`config.mk`:
```
export PLATFORM = sky130hd
export DESIGN_NAME = uart_rx
export DESIGN_NICKNAME = d
export VERILOG_FILES = /design/src/rtl/uart_rx_pkg.sv /design/src/rtl/sync_2ff.sv /design/src/rtl/uart_rx.sv
export SDC_FILE = /design/constraint.sdc
export NUM_CORES = 1
export LEC_CHECK = 0
export ABC_CLOCK_PERIOD_IN_PS = 3350
export CAP_MARGIN = 20
export CELL_PAD_IN_SITES_DETAIL_PLACEMENT = 0
export CELL_PAD_IN_SITES_GLOBAL_PLACEMENT = 1
export CORE_ASPECT_RATIO = 1.25
export CORE_MARGIN = 3
export CORE_UTILIZATION = 48
export CTS_BUF_LIST = sky130_fd_sc_hd__clkbuf_4
export DETAILED_ROUTE_END_ITERATION = 10
export PLACE_DENSITY = 0.83
export SLEW_MARGIN = 30
export SYNTH_ARGS = -nofsm -noshare
export SYNTH_HDL_FRONTEND = slang
export SYNTH_HIERARCHICAL = 1
export SYNTH_SLANG_ARGS = --single-unit
```
`constraint.sdc`:
```
create_clock -name CLK -period 3.35 [get_ports CLK]
set_clock_uncertainty 0.2 [all_clocks]
set_input_delay 0.67 -clock CLK [delete_from_list [all_inputs] [get_ports CLK]]
set_output_delay 0.67 -clock CLK [all_outputs]
set_load 0.02 [all_outputs]
```
`src/rtl/uart_rx_pkg.sv`:
```
// Shared definitions for the Hack UART receiver (and its transmitter counterpart).
// Both ends of the link use these so that they agree on the frame format and the
// default baud divisor.
// Contents:
//   DATA_BITS            payload bits per frame
//   CLKS_PER_BIT_DEFAULT 25 MHz / 115200 baud
//   uart_rx_state_e      receiver FSM state encoding (PARITY is used only when
//                        UART_RX_PARITY_EN is defined)
package uart_rx_pkg;

   localparam int unsigned DATA_BITS            = 8;
   localparam int unsigned CLKS_PER_BIT_DEFAULT = 217;

   typedef enum logic [2:0] {
      ST_IDLE    = 3'd0,
      ST_START   = 3'd1,
      ST_DATA    = 3'd2,
      ST_STOP    = 3'd3,
      ST_RECOVER = 3'd4,
      ST_PARITY  = 3'd5
   } uart_rx_state_e;

endpackage

```
`src/rtl/sync_2ff.sv`:
```
// Two-flop synchroniser for a single asynchronous input (RX pin, buttons).
// Ports:
//   clk_i   system clock
//   rst_ni  asynchronous active-low reset; both flops load RESET_VAL
//   d_i     asynchronous input
//   q_o     synchronised output, two clk_i cycles of latency
module sync_2ff #(
   parameter logic RESET_VAL = 1'b0
) (
   input  logic clk_i,
   input  logic rst_ni,
   input  logic d_i,
   output logic q_o
);

   logic [1:0] sync_q;

   // Shift chain: sync_q[0] may go metastable, sync_q[1] is safe to use.
   always_ff @(posedge clk_i or negedge rst_ni) begin
      if (!rst_ni) begin
         sync_q <= {2{RESET_VAL}};
      end else begin
         sync_q <= {sync_q[0], d_i};
      end
   end

   assign q_o = sync_q[1];

endmodule

```
`src/rtl/uart_rx.sv`:
```
// Hack UART receiver: deserialises 8N1 frames from the RX pin into a Hack word
// {8'h00, byte} and presents it on the memory-mapped IO bus with valid/ack.
// Optional feature macro: UART_RX_PARITY_EN adds an even-parity bit to the frame
// and a sticky PARITY_ERR output; a byte with bad parity is dropped.
// Ports:
//   CLK        system clock, rising edge
//   RESET_N    asynchronous active-low reset
//   RX         serial line, idle high, asynchronous to CLK
//   OUT        received word {0, data[7:0]}
//   VALID      OUT holds an unacknowledged byte
//   ACK        one-cycle read pulse; clears VALID and the sticky flags (only while VALID)
//   OVERRUN    sticky: a byte was overwritten before ACK
//   FRAME_ERR  sticky: stop bit sampled low
//   PARITY_ERR sticky: parity mismatch (UART_RX_PARITY_EN only)
module uart_rx
   import uart_rx_pkg::*;
#(
   parameter int unsigned CLKS_PER_BIT = CLKS_PER_BIT_DEFAULT,
   parameter int unsigned BITS         = 16
) (
   input  logic            CLK,
   input  logic            RESET_N,
   input  logic            RX,
   output logic [BITS-1:0] OUT,
   output logic            VALID,
   input  logic            ACK,
   output logic            OVERRUN,
   output logic            FRAME_ERR
`ifdef UART_RX_PARITY_EN
   ,
   output logic            PARITY_ERR
`endif
);

   localparam int unsigned CNT_W = $clog2(CLKS_PER_BIT);
   localparam int unsigned BIT_W = $clog2(DATA_BITS);
   localparam logic [CNT_W-1:0] CNT_LAST = CNT_W'(CLKS_PER_BIT - 1);
   localparam logic [CNT_W-1:0] CNT_HALF = CNT_W'(CLKS_PER_BIT / 2 - 1);
   localparam logic [BIT_W-1:0] BIT_LAST = BIT_W'(DATA_BITS - 1);

   logic rx_s;

   uart_rx_state_e          state_q, state_d;
   logic [CNT_W-1:0]        cnt_q, cnt_d;
   logic [BIT_W-1:0]        bit_q, bit_d;
   logic [DATA_BITS-1:0]    shift_q, shift_d;
   logic [DATA_BITS-1:0]    data_q, data_d;
   logic                    valid_q, valid_d;
   logic                    ovr_q, ovr_d;
   logic                    ferr_q, ferr_d;
`ifdef UART_RX_PARITY_EN
   logic                    perr_q, perr_d;
   logic                    pbad_q, pbad_d;
`endif

   logic byte_done;
   logic ferr_set;
   logic perr_set;
   logic ack_eff;

   sync_2ff #(
      .RESET_VAL (1'b1)
   ) u_sync_rx (
      .clk_i  (CLK),
      .rst_ni (RESET_N),
      .d_i    (RX),
      .q_o    (rx_s)
   );

   // Next-state, datapath and handshake logic.
   always_comb begin
      state_d   = state_q;
      cnt_d     = cnt_q;
      bit_d     = bit_q;
      shift_d   = shift_q;
      data_d    = data_q;
      valid_d   = valid_q;
      ovr_d     = ovr_q;
      ferr_d    = ferr_q;
`ifdef UART_RX_PARITY_EN
      perr_d    = perr_q;
      pbad_d    = pbad_q;
`endif
      byte_done = 1'b0;
      ferr_set  = 1'b0;
      perr_set  = 1'b0;
      ack_eff   = ACK && valid_q;

      case (state_q)
         ST_IDLE: begin
            if (!rx_s) begin
               state_d = ST_START;
               cnt_d   = '0;
`ifdef UART_RX_PARITY_EN
               pbad_d  = 1'b0;
`endif
            end
         end

         // Re-check the start bit at its centre; a short glitch returns to IDLE.
         ST_START: begin
            if (cnt_q == CNT_HALF) begin
               cnt_d   = '0;
               bit_d   = '0;
               state_d = rx_s ? ST_IDLE : ST_DATA;
            end else begin
               cnt_d = cnt_q + CNT_W'(1);
            end
         end

         // One sample per bit time, LSB first.
         ST_DATA: begin
            if (cnt_q == CNT_LAST) begin
               cnt_d   = '0;
               shift_d = {rx_s, shift_q[DATA_BITS-1:1]};
               bit_d   = bit_q + BIT_W'(1);
               if (bit_q == BIT_LAST) begin
`ifdef UART_RX_PARITY_EN
                  state_d = ST_PARITY;
`else
                  state_d = ST_STOP;
`endif
               end
            end else begin
               cnt_d = cnt_q + CNT_W'(1);
            end
         end

`ifdef UART_RX_PARITY_EN
         // Even parity: data bits plus parity bit must hold an even number of ones.
         ST_PARITY: begin
            if (cnt_q == CNT_LAST) begin
               cnt_d   = '0;
               state_d = ST_STOP;
               if (^{shift_q, rx_s}) begin
                  pbad_d   = 1'b1;
                  perr_set = 1'b1;
               end
            end else begin
               cnt_d = cnt_q + CNT_W'(1);
            end
         end
`endif

         ST_STOP: begin
            if (cnt_q == CNT_LAST) begin
               cnt_d = '0;
               if (rx_s) begin
                  state_d   = ST_IDLE;
`ifdef UART_RX_PARITY_EN
                  byte_done = !pbad_q;
`else
                  byte_done = 1'b1;
`endif
               end else begin
                  state_d  = ST_RECOVER;
                  ferr_set = 1'b1;
               end
            end else begin
               cnt_d = cnt_q + CNT_W'(1);
            end
         end

         // Wait out a break so a held-low line does not start a new frame.
         ST_RECOVER: begin
            if (rx_s) begin
               state_d = ST_IDLE;
            end
         end

         default: begin
            state_d = ST_IDLE;
            cnt_d   = '0;
         end
      endcase

      // ACK clears first so that a same-cycle byte or flag set takes precedence.
      if (ack_eff) begin
         valid_d = 1'b0;
         ovr_d   = 1'b0;
         ferr_d  = 1'b0;
`ifdef UART_RX_PARITY_EN
         perr_d  = 1'b0;
`endif
      end
      if (byte_done) begin
         data_d  = shift_q;
         valid_d = 1'b1;
         if (valid_q && !ack_eff) begin
            ovr_d = 1'b1;
         end
      end
      if (ferr_set) begin
         ferr_d = 1'b1;
      end
`ifdef UART_RX_PARITY_EN
      if (perr_set) begin
         perr_d = 1'b1;
      end
`endif
   end

   // State and output registers.
   always_ff @(posedge CLK or negedge RESET_N) begin
      if (!RESET_N) begin
         state_q <= ST_IDLE;
         cnt_q   <= '0;
         bit_q   <= '0;
         shift_q <= '0;
         data_q  <= '0;
         valid_q <= 1'b0;
         ovr_q   <= 1'b0;
         ferr_q  <= 1'b0;
`ifdef UART_RX_PARITY_EN
         perr_q  <= 1'b0;
         pbad_q  <= 1'b0;
`endif
      end else begin
         state_q <= state_d;
         cnt_q   <= cnt_d;
         bit_q   <= bit_d;
         shift_q <= shift_d;
         data_q  <= data_d;
         valid_q <= valid_d;
         ovr_q   <= ovr_d;
         ferr_q  <= ferr_d;
`ifdef UART_RX_PARITY_EN
         perr_q  <= perr_d;
         pbad_q  <= pbad_d;
`endif
      end
   end

   assign OUT       = BITS'(data_q);
   assign VALID     = valid_q;
   assign OVERRUN   = ovr_q;
   assign FRAME_ERR = ferr_q;
`ifdef UART_RX_PARITY_EN
   assign PARITY_ERR = perr_q;
`endif

endmodule
```
Word-level counts from Yosys, hierarchy flattened --
Cells that the tools add are included.
Storage, ports and cells: flip-flop bits (word level) 35, output and inout port bits 19
Operators by class: add/subtract/negate cells 2, eq/ne operators 13, multiplexer cells 28, bitwise operators 1, reductions and logical operators 12
Operator list (number):
- 8-bit one-hot mux with 4 select lines | 1
- 3-bit 2-to-1 mux | 9
- 8-bit 2-to-1 mux | 3
- 3-bit one-hot mux with 5 select lines | 1
- 1-bit 2-to-1 mux | 12
- 2-bit inequality test, second input constant | 5
- 8-bit by 1-bit adder with 8-bit output, second input constant | 1
- 8-bit by 7-bit equality test with 1-bit output, second input constant | 1
- 8-bit equality test, second input constant | 1
- 3-bit by 2-bit equality test with 1-bit output, second input constant | 2
- 3-bit equality test, second input constant | 2
- 3-bit one-hot mux with 2 select lines | 1
- 6-bit AND reduction | 1
- 2-bit nonzero test | 3
- 2-bit AND reduction | 2
- 3-bit by 1-bit adder with 3-bit output, second input constant | 1
- 3-bit by 1-bit equality test with 1-bit output, second input constant | 1
- 3-bit zero test | 1
- 3-bit AND reduction | 1
- 1-bit logical AND | 2
- 2-bit 2-to-1 mux | 1
- 2-bit by 1-bit inequality test with 1-bit output, second input constant | 1
- 2-bit OR reduction | 1
- 1-bit zero test | 1
- 1-bit NOT | 1

Depth between registers and ports, before layout --
Gate-level depths: netlist of run 1.
word-level depth 5, gate-level depth with buffers 7, depth with buffers taken out 6

By module --
Netlist of run 1, hierarchy kept.
Modules (own cells, without submodules):
- uart_rx | instances 1, cells an instance 145, area each 1640.3 um2, sequential area each 825.8 um2
- sync_2ff | instances 1, cells an instance 2, area each 52.6 um2, sequential area each 52.6 um2

Worst setup path before layout of run 1 --
Ideal clock, no wire load.
path kind flip-flop to flip-flop, start register cnt_q[0], end register cnt_q[7], setup time 0.101 ns, data arrival time 1.669 ns, required time 3.049 ns, path slack 1.381 ns, stages on the path, launching flop included 6, buffers on the path 0, clock period less this slack 1.969 ns, path through dfrtp_1 > ha_1 > nor4bb_2 > a2111oi_4 > nor2_2 > o311ai_2
On the way: word-level cells in the longest chain between the ends 3, elaborated cells between the ends (all ways) 6
Ends and longest elaborated chain:
- start, declared | line uart_rx.sv:44 | logic [CNT_W-1:0] cnt_q, cnt_d;
- start signal, assigned | line uart_rx.sv:220 | cnt_q <= cnt_d;
- 8-bit by 1-bit adder with 8-bit output (tied with other cells) | line uart_rx.sv:107, uart_rx.sv:125, uart_rx.sv:160
- 8-bit 2-to-1 mux, on equally long branches | line uart_rx.sv:113, uart_rx.sv:146, uart_rx.sv:102
- 8-bit one-hot mux with 4 select lines (*) | line uart_rx.sv:89 | case (state_q)
Mark *: on every way between the ends. The rest lies on a longest branch, timed or not. A chain may end at the register's enable or synchronous reset.

Worst setup path after layout of run 1 --
Ends and elaborated chain as after synthesis.

==> results.toml, run 1 <==
[outcome]
status = "finished clean"

[floorplanning]
std_cell_rows = 23
die_h_um = 72.4
placeableCoreArea_um2 = 3280
ios = 23
fp.dieArea_um2 = 4280
chipWidth_um = 59.1
initial_core_util = 0.516

[global_route]
grt_first_pass_wirelength_um = 5180
grt_pass1_vias = 1150
grt.overflow.total = 0
initial_antenna_violation_count = 0
grt_start_max_net_pins = 36
global_route.usage.total = 0.163

[power]
max-vdd-ir-drop_mv = 0.396
p_per_area_nw_per_um2 = 362
power.static_leakage_uw = 0.000870
seq_power_share = 0.626
p_sw_uw = 171
share_comb_of_total_power = 0.045
post-layout-total-power_uw = 687
internal-power_uw = 515
clockPowerShare = 0.329
power_switching_share = 0.249

[critical_path]
critical_path.top_delay_family = "compound AO/OA/AOI/OAI gates"
crit_chain = "ha_1, nor4bb_2, a2111oi_4, nor2_2, o311ai_2"
worstSetupEndpointType = "flip-flop"
cp.arrival_ns = 2.29
worst-endpoint-required_ns = 3.40
crit_buf_inv = 0
critical_path_class = "flip-flop to flip-flop"
slowest_stage = "a2111oi_4"
cp_slowest_stage_delay_ns = 0.59
critical_path.startpoint_type = "flip-flop"
worstPathMaxFanout = 8

[clock_network]
cts.sink_count = 35
cts-root-buf = "clkbuf_4"
num_cts_buffers = 5
postcts_resize_cnt = 0
cts_htree_levels = 2
maximum_count_of_clock_buffers_along_a_single_path = 2
clock_insertion_delay_worst_skew_ns = 0.34
cts.hold.buffers_added = 0
number_of_buffers_added_for_setup_after_cts = 0
tritoncts = "yes"
worst_setup_hold_path_clk_slew_ns = 0.11

[yosys]
synth-seq-area-share = 0.519
synth.avg_cell_area_um2 = 11.5
mappedNetlistArea_um2 = 1690
synth-edff-count = 0
cell_variety_after_synth = 43
yosysWarnings = 6
synth_register_bits = 35
synth_cells = 147
synth_ff_type = "dfrtp_1"
synth_async_sr_flop_share = 1.00

[cells_and_area]
antenna_cells = 0
final_layout_size_suffix_gt1_frac = 0.217
layout.nets = 173
area_growth_pct = 12.0

[detailed_routing]
drt_pass1_iterations = 4
detail-route-antenna-nets = 0
drt_first_iter_violations = 21
avgRoutedWirePerCell_um = 15.1
routed_wl_um = 3070
detailroute.via_count = 1103
drc = 0
viasPerCell = 5.43

[timing]
slew_headroom = 0.583
tightestPinTransition_ns = 0.624
min_period_over_period = 0.667
grt_setup_unrepaired = "false"
clock.fmax_mhz = 447
final_period_minus_worst_setup_slack_ns = 2.24
finalMaxSlewViolations = 0
hold_viol_final = 0
setup_violations = 0
fin_tns_setup_ns = 0

[placed_design]
port-buffer-count = 14
routabilityCongestion = 0.809
hpwl_um = 2220

[hold_path]
holdCritPathClass = "flip-flop to flip-flop"

[run]
max-cap-violations = 0
worst paths after layout:
check                                         startpoint                             to  slack [ns]  cells past startpoint
max                                 cnt_q[0]$_DFFE_PN0P_           cnt_q[7]$_DFFE_PN0P_        1.11                      5
min                        u_sync_rx/sync_q[0]$_DFF_PN1_  u_sync_rx/sync_q[1]$_DFF_PN1_        0.17                      0
max reg2reg                         cnt_q[0]$_DFFE_PN0P_           cnt_q[7]$_DFFE_PN0P_        1.11                      5
min reg2reg                u_sync_rx/sync_q[0]$_DFF_PN1_  u_sync_rx/sync_q[1]$_DFF_PN1_        0.17                      0
max in group asynchronous                        RESET_N  u_sync_rx/sync_q[0]$_DFF_PN1_        2.08                      2
min in group asynchronous                        RESET_N         state_q[0]$_DFFE_PN0P_        0.53                      2
through the flow:
stage          hold slack (ns)  utilization  std cells  setup slack [ns]  cell area, um2
2_1_floorplan            0.145            -        154              1.38            1720
3_3_place_gp             0.147        0.561        195              1.25            1840
3_5_place_dp             0.149        0.561        195              1.16            1840
4_1_cts                  0.167        0.578        203              1.12            1900
5_1_grt                  0.167        0.578        203             0.993            1900
6_report                 0.165        0.578        203              1.11            1900
cell usage after synthesis, drive strengths merged, types with 3 or more instances:
library cell | number | area (um2)
mux2 | 17 | 191
inv | 5 | 18.8
dfrtp | 33 | 826
nor2 | 4 | 17.5
a21oi | 3 | 15.0
o211ai | 4 | 30.0
o21ai | 11 | 55.1
buf | 10 | 70.1
nand2 | 19 | 71.3
nor3 | 3 | 15.0
ha | 4 | 50.1
nand3 | 4 | 25.0
sequential cells by signal, indices dropped and copies added, names as in the netlist, named ones only:
register and cells:
FRAME_ERR 1, u_sync_rx/sync_q 2, data_q 8, shift_q 8, VALID 1, bit_q 3
state_q 3, cnt_q 8
cells by family (layout without fill, tap and decap cells):
group / after synthesis / count (layout) / synth area share
AO/OA/AOI/OAI: 29 / 29 / 0.128
adder cells (fa/ha/maj): 4 / 4 / 0.0296
buffers and inverters: 16 / 28 / 0.0547
flip-flops: 35 / 35 / 0.519
multiplexers: 17 / 17 / 0.113
other: 1 / 8 / 0.00222
AND/OR/NAND/NOR: 45 / 45 / 0.154
per-layer routing:
| layer | GRT usage | vias up | part of all wire | routed length (um) |
|---|---|---|---|---|
| li1 | - | 541 | - | - |
| met1 | 0.181 | 538 | 0.41 | 1260 |
| met2 | 0.284 | 20 | 0.53 | 1630 |
| met3 | 0.0498 | 4 | 0.042 | 128 |
| met4 | 0.0680 | 0 | 0.017 | 51 |
| met5 | 0 | - | 0 | 0 |
power by group through the flow:
stage | combinational [uW] | clock (uW) | sequential [uW]
finish | 30.9 | 226 | 430
global route | 34.3 | 253 | 431
CTS | 31.4 | 241 | 430
detailed placement | 31.4 | 0 | 438
global placement | 30.7 | 0 | 438
floorplan | 18.1 | 0 | 440
cells in the final DEF (no fill, tap or decap), drive strengths merged, types with 2 or more instances in the layout:
cell	n
a21boi	2
a21oi	3
a22o	2
and2	2
and3	2
clkbuf	5
clkdlybuf4s50	14
clkinvlp	2
conb	8
dfrtp	33
dfstp	2
ha	4
inv	5
mux2	17
nand2	19
nand3	4
nor2	4
nor3	3
o211ai	4
o21ai	11
cell type report:
cell class	count	area, um2
flip-flops and latches	35	878
multi-input cells	103	748
fillers	293	1380
clock buffers	5	37.5
inverters	5	18.8
repair buffers	15	148
clock inverters	3	20.0
well taps	37	46.3
No activity file was read; power rests on OpenSTA's default activity.
==> run 2: changes to the inputs <==
Settings changed: ABC_CLOCK_PERIOD_IN_PS 3350 to 2300, CORE_UTILIZATION 48 to 45, PLACE_DENSITY 0.83 to 0.79.
Clock period 3.35 ns to 2.3 ns, I/O delays scaled along.
==> results.toml, run 2 (synthesized netlist as in run 1, its figures left out) <==
[timing]
finalMaxSlewViolations = 0
hold_viol_final = 0
fin_tns_setup_ns = 0
setup_violations = 0
final_period_minus_worst_setup_slack_ns = 2.13
tightestPinTransition_ns = 0.540
slew_headroom = 0.639
setup_slack_ns = 0.174
min_period_over_period = 0.924
hold_ws_ns = 0.166
clock.fmax_mhz = 470
grt_setup_unrepaired = "false"

[critical_path]
worst-endpoint-required_ns = 2.34
worstSetupEndpointType = "flip-flop"
critical_path_class = "flip-flop to flip-flop"
critical_path.startpoint_type = "flip-flop"
worst-r2r-setup-slack_ns = 0.17
worstPathMaxFanout = 8
cp.arrival_ns = 2.16

[cells_and_area]
layout.cells.most_common = "dfrtp_1"
layout.nets = 175
filler_cell_count = 319
layout.cells.most_common_list = "dfrtp_1 (33), nand2_1 (19), mux2_2 (16), clkdlybuf4s50_1 (14), o21ai_0 (9)"
reg.largest.list = "cnt_q: 8 flops, data_q: 8 flops, shift_q: 8 flops"
area_growth_pct = 12.8
final_layout_size_suffix_gt1_frac = 0.214
antenna_cells = 0

[global_route]
grt_start_max_net_pins = 36
grt_pass1_vias = 1153
initial_antenna_violation_count = 0
grt.met3_usage = 0.0417
grt_util_met2 = 0.232
grt_first_pass_wirelength_um = 4910
global_route.usage.total = 0.146
globalRoute.busiestLayer = "met2"
groute.layer.met1.usage = 0.178
grt.overflow.total = 0

[clock_network]
clock_insertion_delay_worst_skew_ns = 0.33
cts.sink_count = 35
cts_htree_levels = 2
worst_setup_hold_path_clk_slew_ns = 0.10
postcts_resize_cnt = 0
number_of_buffers_added_for_setup_after_cts = 0
tritoncts = "yes"
num_cts_buffers = 5
cts.hold.buffers_added = 0
cts-root-buf = "clkbuf_4"
maximum_count_of_clock_buffers_along_a_single_path = 2

[floorplanning]
ios = 23
chipWidth_um = 60.9
die_h_um = 74.6
std_cell_rows = 24
placeableCoreArea_um2 = 3540
fp.dieArea_um2 = 4540
initial_core_util = 0.478

[run]
max-cap-violations = 0

[power]
power_switching_share = 0.228
clockPowerShare = 0.318
p_sw_uw = 225
share_comb_of_total_power = 0.045
post-layout-total-power_uw = 984
max-vdd-ir-drop_mv = 0.310
seq_power_share = 0.636
p_per_area_nw_per_um2 = 515
internal-power_uw = 759
power.static_leakage_uw = 0.000884

[detailed_routing]
drt_pass1_iterations = 4
drc = 0
routed_wl_um = 2890
detailroute.via_count = 1113
viasPerCell = 5.38
avgRoutedWirePerCell_um = 14.0
drt_first_iter_violations = 69
detail-route-antenna-nets = 0

[placed_design]
hpwl_um = 2110
port-buffer-count = 14
placement.setup.worst_slack_ns = 0.150
routabilityCongestion = 0.864

[hold_path]
holdCritPathClass = "flip-flop to flip-flop"

[outcome]
status = "finished clean"
## run 2: stage by stage
stage | instance area (um2) | util | std cells
final | 1910 | 0.539 | 207
after global routing | 1910 | 0.539 | 207
after CTS | 1910 | 0.539 | 207
after detailed placement | 1860 | 0.524 | 199
after global placement | 1860 | 0.524 | 199
after floorplan | 1720 | - | 154
## run 2: path summary, 6_finish.rpt
check,from,end,cells past startpoint
min in group asynchronous,RESET_N,cnt_q[4]$_DFFE_PN0P_,2
setup reg to reg,cnt_q[0]$_DFFE_PN0P_,cnt_q[7]$_DFFE_PN0P_,5
max in group asynchronous,RESET_N,u_sync_rx/sync_q[1]$_DFF_PN1_,2
hold reg to reg,u_sync_rx/sync_q[0]$_DFF_PN1_,u_sync_rx/sync_q[1]$_DFF_PN1_,0
hold / removal,u_sync_rx/sync_q[0]$_DFF_PN1_,u_sync_rx/sync_q[1]$_DFF_PN1_,0
setup / recovery,cnt_q[0]$_DFFE_PN0P_,cnt_q[7]$_DFFE_PN0P_,5
## run 2: per-layer routing
metal | part of all wire | vias up | routed length [um]
li1 | - | 543 | -
met1 | 0.45 | 544 | 1300
met2 | 0.50 | 20 | 1450
met3 | 0.032 | 6 | 91
met4 | 0.018 | 0 | 52
met5 | 0 | - | 0
## run 2: power by group through the flow
stage	Sequential (uW)	Combinational (uW)	Clock, uW
floorplan	641	26.4	0
CTS	626	45.7	327
global placement	638	45.1	0
global route	627	50.3	357
finish	626	44.7	313
detailed placement	638	45.4	0
## run 2: cell type report
type | count | area, um2 | area share
clock buffers | 6 | 45.0 | 0.0236
clock inverters | 2 | 7.51 | 0.00393
inverters | 5 | 18.8 | 0.00983
multi-input cells | 103 | 748 | 0.392
flip-flops and latches | 35 | 878 | 0.460
well taps | 39 | 48.8 | 0.0256
repair buffers | 17 | 163 | 0.0852
## run 2: critical path, cell delays in order, from the launching register on
cell and delay, ns:
dfrtp_1 0.43, ha_1 0.25, nor4bb_2 0.20, a2111oi_4 0.50, nor2_2 0.18, o311ai_2 0.27
